File: src/rtl/instruction_fetch.sv
// rtl/instruction_fetch.sv - fetch stage: PC generation, imem request/response, FWFT prefetch FIFO
// Optional feature macro: IF_JUMP_PREDECODE_EN (redirect fetch on returning j instructions).
module instruction_fetch #(
  parameter logic [31:0] RESET_PC = 32'h0000_0000,
  parameter int          DEPTH    = 4,
  parameter logic [31:0] NOP_WORD = 32'h0000_0000
) (
  input  logic        clk,
  input  logic        reset,
  output logic        imem_req,
  output logic [31:0] imem_addr,
  input  logic        imem_gnt,
  input  logic        imem_rvalid,
  input  logic [31:0] imem_rdata,
  input  logic        redirect,
  input  logic [31:0] redirect_pc,
  output logic [31:0] next_instruction,
  output logic [31:0] if_pc,
  output logic [31:0] if_pc_plus4,
  output logic        if_valid,
  input  logic        id_ready
);

  localparam int AW = (DEPTH > 1) ? $clog2(DEPTH) : 1;
  localparam int CW = AW + 1;
  localparam logic [CW:0] DEPTH_W = (CW+1)'(DEPTH);

  typedef enum logic {S_RUN, S_FLUSH} state_t;

  state_t        state_q, state_d;
  logic [31:0]   fetch_pc_q, fetch_pc_d;
  // PC belonging to the next response that will be kept (responses return in order)
  logic [31:0]   resp_pc_q, resp_pc_d;
  logic [CW-1:0] count_q, count_d;
  logic [CW-1:0] outst_q, outst_d;
  logic [CW-1:0] drop_q, drop_d;
  logic [AW-1:0] rd_ptr_q, rd_ptr_d;
  logic [AW-1:0] wr_ptr_q, wr_ptr_d;
  logic [31:0]   instr_mem_q [DEPTH];
  logic [31:0]   pc_mem_q [DEPTH];

  logic [CW:0]   credit_used;
  logic          gnt_fire;
  logic          push;
  logic          pop;
  logic          jump_hit;
  logic [31:0]   jump_target;
  logic [31:0]   redirect_aligned;
  logic          unused_redirect_lsbs;

  assign redirect_aligned     = {redirect_pc[31:2], 2'b00};
  assign unused_redirect_lsbs = ^redirect_pc[1:0];

  // Outstanding requests reserve a FIFO slot, so the FIFO can never overflow
  assign credit_used = {1'b0, count_q} + {1'b0, outst_q};
  assign imem_req    = !reset && (state_q == S_RUN) && (credit_used < DEPTH_W);
  assign imem_addr   = fetch_pc_q;
  assign gnt_fire    = imem_req && imem_gnt;

  // A redirect discards both the incoming word and the head consumption
  assign push = imem_rvalid && (drop_q == '0) && !redirect;
  assign pop  = if_valid && id_ready && !redirect;

  assign if_valid         = (count_q != '0);
  assign next_instruction = if_valid ? instr_mem_q[rd_ptr_q] : NOP_WORD;
  assign if_pc            = pc_mem_q[rd_ptr_q];
  assign if_pc_plus4      = if_pc + 32'd4;

`ifdef IF_JUMP_PREDECODE_EN
  logic [3:0] jump_region;
  // Upper nibble of pc+4: carry out of bits [27:2] bumps the region
  assign jump_region = resp_pc_q[31:28] + {3'b000, &resp_pc_q[27:2]};
  assign jump_hit    = push && (imem_rdata[31:26] == 6'b000010);
  assign jump_target = {jump_region, imem_rdata[25:0], 2'b00};
`else
  assign jump_hit    = 1'b0;
  assign jump_target = 32'h0000_0000;
`endif

  // Next state: issue/response/FIFO bookkeeping, then redirects override
  always_comb begin
    state_d    = state_q;
    fetch_pc_d = fetch_pc_q;
    resp_pc_d  = resp_pc_q;
    rd_ptr_d   = rd_ptr_q;
    wr_ptr_d   = wr_ptr_q;
    drop_d     = drop_q;
    outst_d    = outst_q + CW'(gnt_fire) - CW'(imem_rvalid);
    count_d    = count_q + CW'(push) - CW'(pop);

    if (gnt_fire) begin
      fetch_pc_d = fetch_pc_q + 32'd4;
    end
    if (imem_rvalid && (drop_q != '0)) begin
      drop_d = drop_q - CW'(1);
    end
    if (push) begin
      wr_ptr_d  = wr_ptr_q + AW'(1);
      resp_pc_d = resp_pc_q + 32'd4;
    end
    if (pop) begin
      rd_ptr_d = rd_ptr_q + AW'(1);
    end
    if ((state_q == S_FLUSH) && (drop_d == '0)) begin
      state_d = S_RUN;
    end

    if (redirect) begin
      fetch_pc_d = redirect_aligned;
      resp_pc_d  = redirect_aligned;
      drop_d     = outst_d;
      rd_ptr_d   = '0;
      wr_ptr_d   = '0;
      count_d    = '0;
      state_d    = (outst_d != '0) ? S_FLUSH : S_RUN;
    end else if (jump_hit) begin
      // Jump word itself and older entries stay in the FIFO
      fetch_pc_d = jump_target;
      resp_pc_d  = jump_target;
      drop_d     = outst_d;
      state_d    = (outst_d != '0) ? S_FLUSH : S_RUN;
    end
  end

  // Control registers with synchronous active-high reset
  always_ff @(posedge clk) begin
    if (reset) begin
      state_q    <= S_RUN;
      fetch_pc_q <= RESET_PC;
      resp_pc_q  <= RESET_PC;
      count_q    <= '0;
      outst_q    <= '0;
      drop_q     <= '0;
      rd_ptr_q   <= '0;
      wr_ptr_q   <= '0;
    end else begin
      state_q    <= state_d;
      fetch_pc_q <= fetch_pc_d;
      resp_pc_q  <= resp_pc_d;
      count_q    <= count_d;
      outst_q    <= outst_d;
      drop_q     <= drop_d;
      rd_ptr_q   <= rd_ptr_d;
      wr_ptr_q   <= wr_ptr_d;
    end
  end

  // FIFO storage; occupancy is tracked by count_q so no reset is needed
  always_ff @(posedge clk) begin
    if (push) begin
      instr_mem_q[wr_ptr_q] <= imem_rdata;
      pc_mem_q[wr_ptr_q]    <= resp_pc_q;
    end
  end

endmodule

File: config.mk
export PLATFORM = sky130hd
export DESIGN_NAME = instruction_fetch
export DESIGN_NICKNAME = d
export VERILOG_FILES = /design/src/rtl/instruction_fetch.sv
export SDC_FILE = /design/constraint.sdc
export NUM_CORES = 1
export LEC_CHECK = 0
export CAP_MARGIN = 20
export CORE_MARGIN = 2
export CORE_UTILIZATION = 25
export CTS_BUF_LIST = sky130_fd_sc_hd__clkbuf_4
export DETAILED_ROUTE_END_ITERATION = 6
export DONT_BUFFER_PORTS = 1
export GPL_TIMING_DRIVEN = 0
export PLACE_DENSITY = 0.42
export SLEW_MARGIN = 10
export SYNTH_ARGS = -nofsm -noshare
export SYNTH_HDL_FRONTEND = slang
export SYNTH_SLANG_ARGS = --single-unit
File: constraint.sdc
create_clock -name clk -period 9.7 [get_ports clk]
set_input_delay 0.97 -clock clk [delete_from_list [all_inputs] [get_ports clk]]
set_output_delay 0.97 -clock clk [all_outputs]
set_load 0.1 [all_outputs]
**Yosys cells after proc, flatten, opt, wreduce, memory -nomap -nowiden**

Memories as Yosys holds them, arrays and structs flattened. A register that Yosys moved wholly into a read port is not among the register bits.
Cells that the tools add are included.

- Flip-flop bits (word level): 78
- Bits in writable memories: 256
- Input port bits: 70
- Output and inout port bits: 130
- Word-level logic and storage cells: 61
- Memories kept: 2

Memory list:

| name | depth | width | read ports | clocked after memory_dff | wr ports | RTL line | source |
|---|---|---|---|---|---|---|---|
| instr_mem_q | 4 | 32 | 1 | 1 | 1 | 39 | `logic [31:0] instr_mem_q [DEPTH];` |
| pc_mem_q | 4 | 32 | 1 | 1 | 1 | 40 | `logic [31:0] pc_mem_q [DEPTH];` |

- Add/subtract/negate cells: 11
- Order comparisons: 1
- Mux-type cells: 16
- Bitwise gates (word level): 1
- Reductions and logical operators: 20

Operator list:

| cell | count |
|---|---|
| $mux 32 | 5 |
| $add 32x3->32 const B | 3 |
| $logic_and 1x1->1 | 9 |
| $reduce_bool 3->1 | 3 |
| $mux 2 | 4 |
| $add 3x1->3 | 2 |
| $logic_not 3->1 | 2 |
| $mux 3 | 2 |
| $reduce_bool 2->1 | 3 |
| $sub 3x1->3 | 2 |
| $mux 1 | 5 |
| $add 2x1->2 const B | 2 |
| $add 3x3->4 | 1 |
| $lt 4x3->1 const B | 1 |
| $sub 3x1->3 const B | 1 |
| $logic_not 1->1 | 2 |
| $reduce_or 2->1 | 1 |
| $not 1->1 | 1 |

**Logic depth before layout (Yosys ltp)**

- Word-level depth: 9
- Mapped depth: 15
- Gate-level depth less buffers: 13

**Least setup slack after synthesis**

Ideal clock, no wire load.

- Path type: register to output
- Start: register with a tool-made name
- End: output port if_pc_plus4[30]
- Arrival: 3.680 ns
- Required time: 8.730 ns
- Path slack: 5.050 ns
- Stages on the path, launching flop included: 9
- Buffers on the path: 2
- Path through: dfxtp_1 buf_6 mux4_2 ha_1 and3_1 clkbuf_1 nand4_2 nor3_1 xnor2_1

RTL lines:

| element | RTL line | source |
|---|---|---|
| end: declaration | 19 | `output logic [31:0] if_pc_plus4,` |

==> results.txt <==
status = finished clean
Syn Inst Count = 918
Final nets = 1127
latest clock arrival within the worst-skew pair = 0.81 ns
WL final = 36.8 mm
port bufs = 0
pwr/cell area = 208 nW/um^2
Yosys cell types = 56
Yosys top cell area share = 0.537
Iter 0 DRT Violations = 366
cell taking the most area after synthesis = edfxtp_1
postcts setup bufs = 0
Worst Hold Class = in -> reg
CP startpoint kind = register
Ports = 200
FP Rows = 86
root buf cell = clkbuf_4
largest net degree at the start of global routing = 41
RePlAce Congestion = 0.734
crit-path leading delay family = buffers and inverters
Place WS = 4.72 ns
Overall Power = 3.53 mW
Critical-path top delay cell = xor2_2
final cell utilization of the core = 0.309
global-route wire length before repair = 54.4 mm
WL per Instance = 19.8 um
cts bufs inserted = 90
share of cells above drive strength 1 = 0.304
Vias = 8140
Die Ht = 240 um
Clock Skew = 0.0610 ns
leakage power = 5.51 nW
GRT overflow = 0
initial antenna violation count = 2
die area = 57400 um^2
setup violators final = 0
CTS resizes = 0
H-tree depth = 3
DR vias/cell = 4.37
Cells after DPL = 1692
Arr. time, crit path = 4.63 ns
Core Area = 55000 um^2
commonest non-fill, non-tap cell in the layout = edfxtp_1
Finished Layout Cells = 1862
ordered list of cells on the worst path = buf_4 -> buf_4 -> clkbuf_1 -> mux4_2 -> nand4_2 -> nor3_1 -> xor2_2
minimum clock period = 5.60 ns
mapped cell area = 13900 um^2
CTS tree = built
path type of the worst setup path = reg -> out
final worst slack = 4.10 ns
post-route cell area = 17000 um^2
most frequent cells in the layout = edfxtp_1 (248), clkbuf_4 (143), dfxtp_1 (76)
cts hold-fix bufs = 0
ys async rst share = 0
Crit path buffers/inverters = 3
Seq/Total Area, Yosys = 0.646
GRT Total Usage = 0.129
Initial Util = 0.252
VDD IR-drop max = 0.0000836 V
RSZ-0062 raised after global routing = false
critical path peak fanout = 10
CTS Sinks = 324
Clock transition at path regs = 0.07 ns
Post-synth top flop = edfxtp_1
Placed Area = 15700 um^2
synthesis-stage register bit count = 324
slew margin rel. = 0.214
final hold violations = 0
Post-synth EDFFs = 248
Crit path largest cell delay = 0.93 ns
Most Frequent Cell on Critical Path = buf_4
detailed-router iteration count before antenna repair = 4
required time of the worst setup path = 8.73 ns
Worst-Margin Slew = 1.18 ns
vias in the first global route = 8479
Area growth, synth to finish = 22.3%
DRC viols = 0
remaining antenna violation count = 0
clock tree buffer depth = 3
Synth area leaders = edfxtp_1 (54%), dfxtp_1 (11%), mux4_2 (10%)
mean post-synth cell area = 15.1 um^2
Max Fclk = 178 MHz
setup TNS = 0 ns
hold_ws = 0.266 ns
synth warn = 0
Max Slew Vio Count = 0
post-DP HPWL = 25.5 mm
DIE WIDTH = 240 um
final worst path period share = 0.578
CP Capture Type = primary output
Max Cap Viol = 0
Filler cells = 5526
[layer usage]
layer	vias up	routed length [um]	GRT usage
li1	3795	-	-
met5	-	0	0
met4	0	818	0.0428
met3	65	3330	0.0564
met1	4019	15900	0.159
met2	261	16700	0.203
[cell usage after synthesis, types with 5 or more instances]
cell type,instances
edfxtp_1,248
dfxtp_1,76
mux4_2,62
xnor2_1,55
a21boi_0,36
nor3_1,36
nor2b_1,35
nand2_1,34
nor2_1,33
o21a_1,33
inv_1,31
clkbuf_1,27
nand3_1,23
xor2_1,21
ha_1,15
and3_1,14
o31a_1,12
and4_1,11
buf_4,11
nor4_1,11
nand4_1,9
o21ai_0,9
a21oi_1,8
buf_6,6
a31oi_1,5
buf_2,5
[sequential cells by signal (all words and copies together), names as in the netlist, named ones only]
register     cells
resp_pc_q       30
rd_ptr_q         2
pc_mem_q       120
outst_q          3
wr_ptr_q         2
state_q          1
instr_mem_q    128
imem_addr       30
drop_q           3
count_q          3
[logic make-up after synthesis]
group | share of synthesized area
other cells | 0.000270
mux | 0.102
compound gates | 0.0596
simple gates | 0.0977
flops | 0.646
fa+ha+maj | 0.0164
buf+inv | 0.0298
xor+xnor | 0.0480
[final cells by class]
| class | count | area, um^2 | share of cell area |
|---|---|---|---|
| inverters | 33 | 126 | 0.00744 |
| flip-flops and latches | 324 | 8970 | 0.528 |
| diodes | 5 | 12.5 | 0.000737 |
| clock buffers | 143 | 1070 | 0.0632 |
| repair buffers | 25 | 587 | 0.0346 |
| clock inverters | 18 | 156 | 0.00921 |
| multi-input cells | 514 | 4830 | 0.285 |
| plain buffers | 52 | 288 | 0.0169 |
| well taps | 748 | 936 | 0.0551 |
[power by group]
part	internal [mW]	switching [mW]	leakage (nW)
registers	1.56	0.106	2.89
clock network	0.744	0.575	0.734
logic	0.140	0.405	1.89
[worst paths after layout]
kind / from / endpoint / slack, ns / cells past startpoint
min: imem_rdata[23] / instr_mem_q[1][23] / 0.27 / 0
max: register / if_pc_plus4[28] / 4.10 / 7
min reg2reg: state_q / state_q / 0.52 / 2
max reg2reg: imem_addr[2] / imem_addr[30] / 6.51 / 9
(Power assumes the default switching activity.)
